`config.mk`:
```
export PLATFORM = sky130hd
export DESIGN_NAME = imem_port_arbiter
export DESIGN_NICKNAME = d
export VERILOG_FILES = /design/src/rtl/imem_port_arbiter.sv
export SDC_FILE = /design/constraint.sdc
export NUM_CORES = 1
export LEC_CHECK = 0
export CORE_AREA = 2 2 96 98
export DETAILED_ROUTE_END_ITERATION = 7
export DIE_AREA = 0 0 98 100
export GPL_TIMING_DRIVEN = 1
export PLACE_DENSITY = 0.66
export SYNTH_ARGS = -nofsm -noshare
export SYNTH_HDL_FRONTEND = slang
export SYNTH_SLANG_ARGS = --single-unit
```
`constraint.sdc`:
```
create_clock -name clk -period 1.44 [get_ports clk]
set_clock_uncertainty 0.2 [all_clocks]
set_input_delay 0.216 -clock clk [delete_from_list [all_inputs] [get_ports clk]]
set_output_delay 0.216 -clock clk [all_outputs]
set_load 0.02 [all_outputs]
```
`src/rtl/imem_port_arbiter.sv`:
```
// imem_port_arbiter
//
// Shares one single-port, synchronous-read instruction RAM between the CPU fetch unit and a
// program loader / debug port. Byte addresses are converted to word indices, one access is
// granted per cycle, and read data is returned on the requester's response port one cycle
// after the grant. Fetch normally wins ties; after STARVE_LIMIT consecutive fetch grants
// while the loader waits, the loader wins the next tie.
//
// Ports:
//   clk, rst                       clock, asynchronous active-high reset
//   fetch_req/addr -> fetch_ready  fetch read request and same-cycle grant
//   fetch_rvalid/rdata/err         fetch response, one cycle after grant
//   ld_req/we/addr/wdata -> ld_ready  loader read/write request and same-cycle grant
//   ld_rvalid/rdata/err            loader response (write acks return rdata=0)
//   mem_en/we/addr/wdata, mem_rdata   RAM port; mem_rdata valid the cycle after mem_en
//
// Configuration:
//   IMEM_ARB_ALIGN_CHECK_EN  when defined, granted requests with addr[1:0]!=0 are
//                            acknowledged without touching memory and return err=1.
//                            When undefined, addr[1:0] are ignored and err is tied 0.

module imem_port_arbiter #(
  parameter int unsigned DATA_WIDTH   = 32,
  parameter int unsigned ADDR_WIDTH   = 10,
  parameter int unsigned STARVE_LIMIT = 4
) (
  input  logic                  clk,
  input  logic                  rst,
  // Fetch port
  input  logic                  fetch_req,
  input  logic [DATA_WIDTH-1:0] fetch_addr,
  output logic                  fetch_ready,
  output logic                  fetch_rvalid,
  output logic [DATA_WIDTH-1:0] fetch_rdata,
  output logic                  fetch_err,
  // Loader port
  input  logic                  ld_req,
  input  logic                  ld_we,
  input  logic [DATA_WIDTH-1:0] ld_addr,
  input  logic [DATA_WIDTH-1:0] ld_wdata,
  output logic                  ld_ready,
  output logic                  ld_rvalid,
  output logic [DATA_WIDTH-1:0] ld_rdata,
  output logic                  ld_err,
  // Memory port
  output logic                  mem_en,
  output logic                  mem_we,
  output logic [ADDR_WIDTH-1:0] mem_addr,
  output logic [DATA_WIDTH-1:0] mem_wdata,
  input  logic [DATA_WIDTH-1:0] mem_rdata
);

  localparam logic [3:0] StarveLimit = 4'(STARVE_LIMIT);

  typedef enum logic [0:0] {StNorm, StBoost} state_e;

  state_e                state_q, state_d;
  logic [3:0]            starve_cnt_q, starve_cnt_d;

  logic                  fetch_gnt, ld_gnt, gnt_any, misaligned;
  logic [DATA_WIDTH-1:0] gnt_addr;

  logic                  resp_valid_q, resp_sel_q, resp_we_q, resp_err_q;
  logic                  resp_data_ok;

  // Every address bit feeds either the index, the alignment check or nothing by design.
  logic                  unused_addr;
  assign unused_addr = ^{fetch_addr, ld_addr};

  // Grant: lone requester always wins; ties go to fetch in StNorm, loader in StBoost.
  always_comb begin
    fetch_gnt = 1'b0;
    ld_gnt    = 1'b0;
    if (!rst) begin
      if (fetch_req && ld_req) begin
        if (state_q == StBoost) ld_gnt    = 1'b1;
        else                    fetch_gnt = 1'b1;
      end else begin
        fetch_gnt = fetch_req;
        ld_gnt    = ld_req;
      end
    end
  end

  assign gnt_any  = fetch_gnt | ld_gnt;
  assign gnt_addr = ld_gnt ? ld_addr : fetch_addr;

`ifdef IMEM_ARB_ALIGN_CHECK_EN
  assign misaligned = gnt_any && (gnt_addr[1:0] != 2'b00);
`else
  assign misaligned = 1'b0;
`endif

  // Starvation counter and boost FSM.
  always_comb begin
    starve_cnt_d = starve_cnt_q;
    state_d      = state_q;

    if (!ld_req || ld_gnt) begin
      starve_cnt_d = 4'd0;
    end else if (fetch_gnt && (starve_cnt_q != 4'hF)) begin
      starve_cnt_d = starve_cnt_q + 4'd1;
    end

    case (state_q)
      StNorm:  if (starve_cnt_d >= StarveLimit) state_d = StBoost;
      StBoost: if (ld_gnt || !ld_req)           state_d = StNorm;
      default: state_d = StNorm;
    endcase
  end

  always_ff @(posedge clk or posedge rst) begin
    if (rst) begin
      state_q      <= StNorm;
      starve_cnt_q <= 4'd0;
    end else begin
      state_q      <= state_d;
      starve_cnt_q <= starve_cnt_d;
    end
  end

  // Response tracking: which side was granted, and whether it carries data.
  always_ff @(posedge clk or posedge rst) begin
    if (rst) begin
      resp_valid_q <= 1'b0;
      resp_sel_q   <= 1'b0;
      resp_we_q    <= 1'b0;
      resp_err_q   <= 1'b0;
    end else begin
      resp_valid_q <= gnt_any;
      resp_sel_q   <= ld_gnt;
      resp_we_q    <= ld_gnt & ld_we;
      resp_err_q   <= misaligned;
    end
  end

  // Memory side: idle port drives zeros; misaligned grants never reach the RAM.
  always_comb begin
    mem_en    = gnt_any & ~misaligned;
    mem_we    = mem_en & ld_gnt & ld_we;
    mem_addr  = mem_en ? gnt_addr[ADDR_WIDTH+1:2] : '0;
    mem_wdata = mem_we ? ld_wdata : '0;
  end

  assign fetch_ready  = fetch_gnt;
  assign ld_ready     = ld_gnt;

  assign resp_data_ok = resp_valid_q & ~resp_we_q & ~resp_err_q;

  assign fetch_rvalid = resp_valid_q & ~resp_sel_q;
  assign ld_rvalid    = resp_valid_q &  resp_sel_q;
  assign fetch_rdata  = (resp_data_ok & ~resp_sel_q) ? mem_rdata : '0;
  assign ld_rdata     = (resp_data_ok &  resp_sel_q) ? mem_rdata : '0;

`ifdef IMEM_ARB_ALIGN_CHECK_EN
  assign fetch_err = fetch_rvalid & resp_err_q;
  assign ld_err    = ld_rvalid & resp_err_q;
`else
  assign fetch_err = 1'b0;
  assign ld_err    = 1'b0;
`endif

endmodule
```
Word level (Yosys, flattened, before mapping)
Index checks and enable logic that the tools add are counted.
{"block": "word_totals", "regBits": 8, "latch_bits": 0, "mem_bits_rw": 0, "mem_bits_ro": 0, "inputBits": 133, "out_inout_bits": 114, "memories": 0}
{"block": "classes", "add_sub_neg": 1, "n_mul": 0, "div_mod_pow": 0, "n_lt_le_gt_ge": 1, "eq_ne": 1, "shifts": 0, "mux": 16, "bitwise_logic": 12, "reduce_logical": 4}
{"cell": "32-bit 2-to-1 mux", "n": 3}
{"cell": "12-bit 2-to-1 mux", "n": 1}
{"cell": "10-bit 2-to-1 mux", "n": 1}
{"cell": "1-bit AND", "n": 8}
{"cell": "1-bit 2-to-1 mux", "n": 8}
{"cell": "4-bit 2-to-1 mux", "n": 2}
{"cell": "4-bit by 1-bit adder with 4-bit output (second input constant)", "n": 1}
{"cell": "4-bit by 3-bit >= comparator with 1-bit output (second input constant)", "n": 1}
{"cell": "4-bit inequality test (second input constant)", "n": 1}
{"cell": "1-bit inverter", "n": 3}
{"cell": "1-bit logical AND", "n": 2}
{"cell": "1-bit case mux with 2 select lines", "n": 1}
{"cell": "1-bit logical NOT", "n": 1}
{"cell": "1-bit logical OR", "n": 1}
{"cell": "1-bit bitwise OR", "n": 1}

Depth between registers and ports, before layout
{"block": "logic_depth", "ltp_word": 9, "ltp_mapped": 5, "depth_no_buf": 5}

Least setup slack after synthesis
Ideal clock, no wire load.
{"block": "synth_timing", "path_type": "register -> output", "startpoint": "register resp_sel_q", "endpoint": "output port fetch_rdata[10]", "arrival_time_ps": 1383, "required_ps": 1024, "slack_ps": -359, "stages_incl_launch_ff": 5, "path_cell_list": "dfrtp_1 -> nor2b_1 -> and2b_1 -> clkbuf_1 -> and2_1"}
{"block": "synth_via", "elab_chain_len": 3}
{"element": "start, declared", "line": "63", "rtl": "logic resp_valid_q, resp_sel_q, resp_we_q, resp_err_q;"}
{"element": "start signal, assigned", "line": "131", "rtl": "resp_sel_q <= ld_gnt;"}
{"element": "1-bit inverter", "line": "152", "rtl": "assign fetch_rdata = (resp_data_ok & ~resp_sel_q) ? mem_rdata : '0;"}
{"element": "1-bit AND", "line": "152"}
{"element": "32-bit 2-to-1 mux", "line": "152"}
{"element": "end, declared", "line": "34", "rtl": "output logic [DATA_WIDTH-1:0] fetch_rdata,"}
No other way between the ends.

Final worst setup path
{"block": "layout_timing", "startpoint": "register state_q", "endpoint": "output port mem_wdata[13]"}
{"block": "layout_via", "elab_chain_len": 7, "elab_cells_between_ends": 10}
{"element": "start, declared", "line": "57", "rtl": "state_e state_q, state_d;"}
{"element": "start signal, assigned", "line": "114", "rtl": "state_q <= StNorm;"}
{"element": "start signal, assigned", "line": "117", "rtl": "state_q <= state_d;"}
{"element": "1-bit 2-to-1 mux", "line": "76", "rtl": "if (state_q == StBoost) ld_gnt = 1'b1;"}
{"element": "1-bit 2-to-1 mux", "line": "75", "rtl": "if (fetch_req && ld_req) begin"}
{"element": "1-bit 2-to-1 mux", "line": "74", "rtl": "if (!rst) begin"}
{"element": "1-bit bitwise OR", "line": "85", "rtl": "assign gnt_any = fetch_gnt | ld_gnt;"}
{"element": "1-bit AND * (2 in series)", "line": "140", "rtl": "mem_we = mem_en & ld_gnt & ld_we;"}
{"element": "32-bit 2-to-1 mux *", "line": "142", "rtl": "mem_wdata = mem_we ? ld_wdata : '0;"}
{"element": "end, declared", "line": "49", "rtl": "output logic [DATA_WIDTH-1:0] mem_wdata,"}
Mark *: on every way between the ends. The rest lies on a longest branch, timed or not.

==> key figures <==
Clocking
  • Total clock sinks: 8
  • Clock Latency Late Sink: 0.24 ns
  • Max H-tree Level: 1
  • CTS clk-pin slew, worst paths: 0.04 ns
  • Root Driver: clkbuf_8
  • TritonCTS clock tree: built
  • CTS Buffer Depth: 2
  • Num CTS Buffers: 3

Drt
  • Via density: 4.14
  • DRT Pass-1 Iters: 4
  • Avg WL per Cell: 14.9 µm
  • Residual DRC: 0
  • Routed via count: 2,159
  • Post-route ant nets: 0
  • Post-Route WL: 7.77 mm
  • First DRT Iteration DRCs: 37

Yosys
  • Syn_area_per_cell: 7.45 µm²
  • Sequential area share after synthesis: 0.163
  • Synth top area share: 0.336
  • Seq cells post-synth: 8
  • YS warnings: 0
  • Synth area leaders: and2_1 34%, and3_1 17%, dfrtp_1 16%
  • Yosys cell types: 27
  • Cell count after synthesis: 165
  • Cell taking the most area after synthesis: and2_1
  • Mapped cell area: 0.00123 mm²

Global routing
  • Largest net degree at the start of global routing: 33
  • Initial antenna violation count: 0
  • Number of global-route vias before repair: 2,033
  • GR Util All Layers: 0.130
  • Gr ovfl total: 0
  • First-pass GRT wire length: 10.6 mm

Critical path
  • Critical path's slowest cell: dfrtp_1
  • Crit path kind: reg2out
  • Required time of the worst setup path: 1.02 ns
  • Delay of the slowest cell on the worst path: 0.40 ns
  • Top cell by count, worst path: buf_6
  • CP endpoint kind: output pin
  • Kind of launch point of the worst setup path: flip-flop
  • Crit-path max FO: 6
  • Critical path cell sequence: nor2b_4 > nor3b_4 > buf_6 > buf_16 > and3_4 > buf_6
  • WP data arrival: 1.54 ns

Finish
  • Most common cell after layout, fill and taps aside: buf_6
  • Nets: 546
  • Commonest cells after routing, fill and taps aside: 125 x buf_6, 85 x clkdlybuf4s50_1, 67 x and2_4, 32 x and3_4, 29 x buf_4
  • Share of layout cells above drive strength 1: 0.717
  • Area grow syn2layout: 275%
  • Final std cells w/o fill: 521
  • Antenna cells: 0
  • Final Util: 0.519

Die
  • Core area: 0.00889 mm²
  • Initial Utilization: 0.138
  • Row Count: 35
  • Die Wd: 98 µm
  • Ports: 247
  • Full die area: 0.00980 mm²
  • Die Span Y: 100 µm

Power and ir drop
  • Peak supply drop: 0.201 mV
  • PwrDens: 349 mW/mm²
  • Pleak: 2.16 nW

Timing
  • F_max: 0.511 GHz
  • RSZ-0062 raised after global routing: yes
  • Min Clock Period, post-route: 1.96 ns
  • Period utilisation layout: 1.36
  • Worst setup margin: -0.516 ns
  • Final Hold Fails: 0
  • Final Slew Violations: 0
  • Setup violators final: 116

Placed design
  • GPL Wtd Cong: 0.810
  • Placed cell count: 484
  • Buffers on Ports: 200
  • DPL Wire Length: 5.29 mm

Flow run
  • Max Cap Viol: 0

Status
  • Failing checks: setup timing
  • Status: complete, but fails checks

Min path
  • Min-delay worst type: in2async
-- sequential cells by signal, summed over array words and instances, names as in the netlist --
signal	flops
resp_we_q	1
resp_sel_q	1
resp_valid_q	1
state_q	1
starve_cnt_q	4
-- timing repair --
action | 4_1_cts | 5_1_grt
resized for setup | 579 | 137
gates cloned | 4 | 7
pin swaps | 7 | 12
hold buffers | 0 | 0
setup buffers | 7 | 18
setup endpoints to repair | 118 | 119
-- final timing paths --
path | start | end | slack [ns] | depth (start not counted)
hold / removal | rst | starve_cnt_q[3]$_DFF_PP0_ | 0.16 | 4
setup / recovery | state_q$_DFF_PP0_ | mem_wdata[13] | -0.52 | 6
setup reg to reg | state_q$_DFF_PP0_ | state_q$_DFF_PP0_ | -0.33 | 8
min in group clk | starve_cnt_q[1]$_DFF_PP0_ | starve_cnt_q[1]$_DFF_PP0_ | 0.36 | 2
hold reg to reg | starve_cnt_q[1]$_DFF_PP0_ | starve_cnt_q[1]$_DFF_PP0_ | 0.36 | 2
max in group asynchronous | rst | resp_valid_q$_DFF_PP0_ | 0.63 | 4
-- cell usage after synthesis, drive strengths merged --
cell type,number
o31a,1
a21oi,1
nand3,3
a22o,10
conb,1
nor3,1
buf,7
clkbuf,9
and2b,1
and4,1
a211oi,1
nor2b,5
xor2,1
nand2,5
and2,67
and3,33
dfrtp,8
nor3b,1
ha,1
nor2,4
o21ai,1
a31oi,2
inv,1
-- cell families after synthesis --
group                      share of synthesized area
xor gates and xnor gates                     0.00712
adders and majority gates                     0.0102
other                                        0.00305
and+or+nand+nor                                0.616
buffers and inverters                         0.0834
DFF                                            0.163
AOI/OAI and AO/OA                              0.117
-- cell type report --
type,count,area [µm²]
Sequential cell,8,200
Timing Repair Buffer,256,2820
Inverter,1,3.75
Fill cell,773,4280
Multi-Input combinational cell,142,1410
Tap cell,111,139
Clock buffer,3,41.3
-- metrics by stage --
step	TNS (ns)	worst slack, ns	area (µm²)	power [W]	hold WS (ns)
final	-48.92	-0.516	4610	0.00161	0.162
after global routing	-55.87	-0.591	4610	0.00169	0.197
after CTS	-50.56	-0.517	4190	0.00146	0.186
after global placement	-89.17	-1.09	3860	0.00113	0.338
after floorplan	-10.63	-0.201	1670	0.000628	-0.168
after detailed placement	-90.32	-1.13	3860	0.00113	0.356
-- metal layers --
layer  vias up  share of wire  track usage
met4         0          0.014       0.0353
met3        13          0.077       0.0327
met5         -              0            0
li1       1050              -            -
met1       975           0.37        0.146
met2       121           0.54        0.242
-- worst max-delay path, delay by kind of cell (launching register included) --
| family | cells | cell delay, ns |
|---|---|---|
| simple gates | 3 | 0.47 |
| flops | 1 | 0.40 |
| buf+inv | 3 | 0.44 |
-- where the power goes --
group / internal [W] / total, W / switching [W]
logic: 0.000682 / 0.00109 / 0.000411
clock network: 0.000182 / 0.000281 / 0.0000992
registers: 0.000232 / 0.000238 / 0.00000536
total: 0.00110 / 0.00161 / 0.000516
Power figures use the tool's default switching activity.
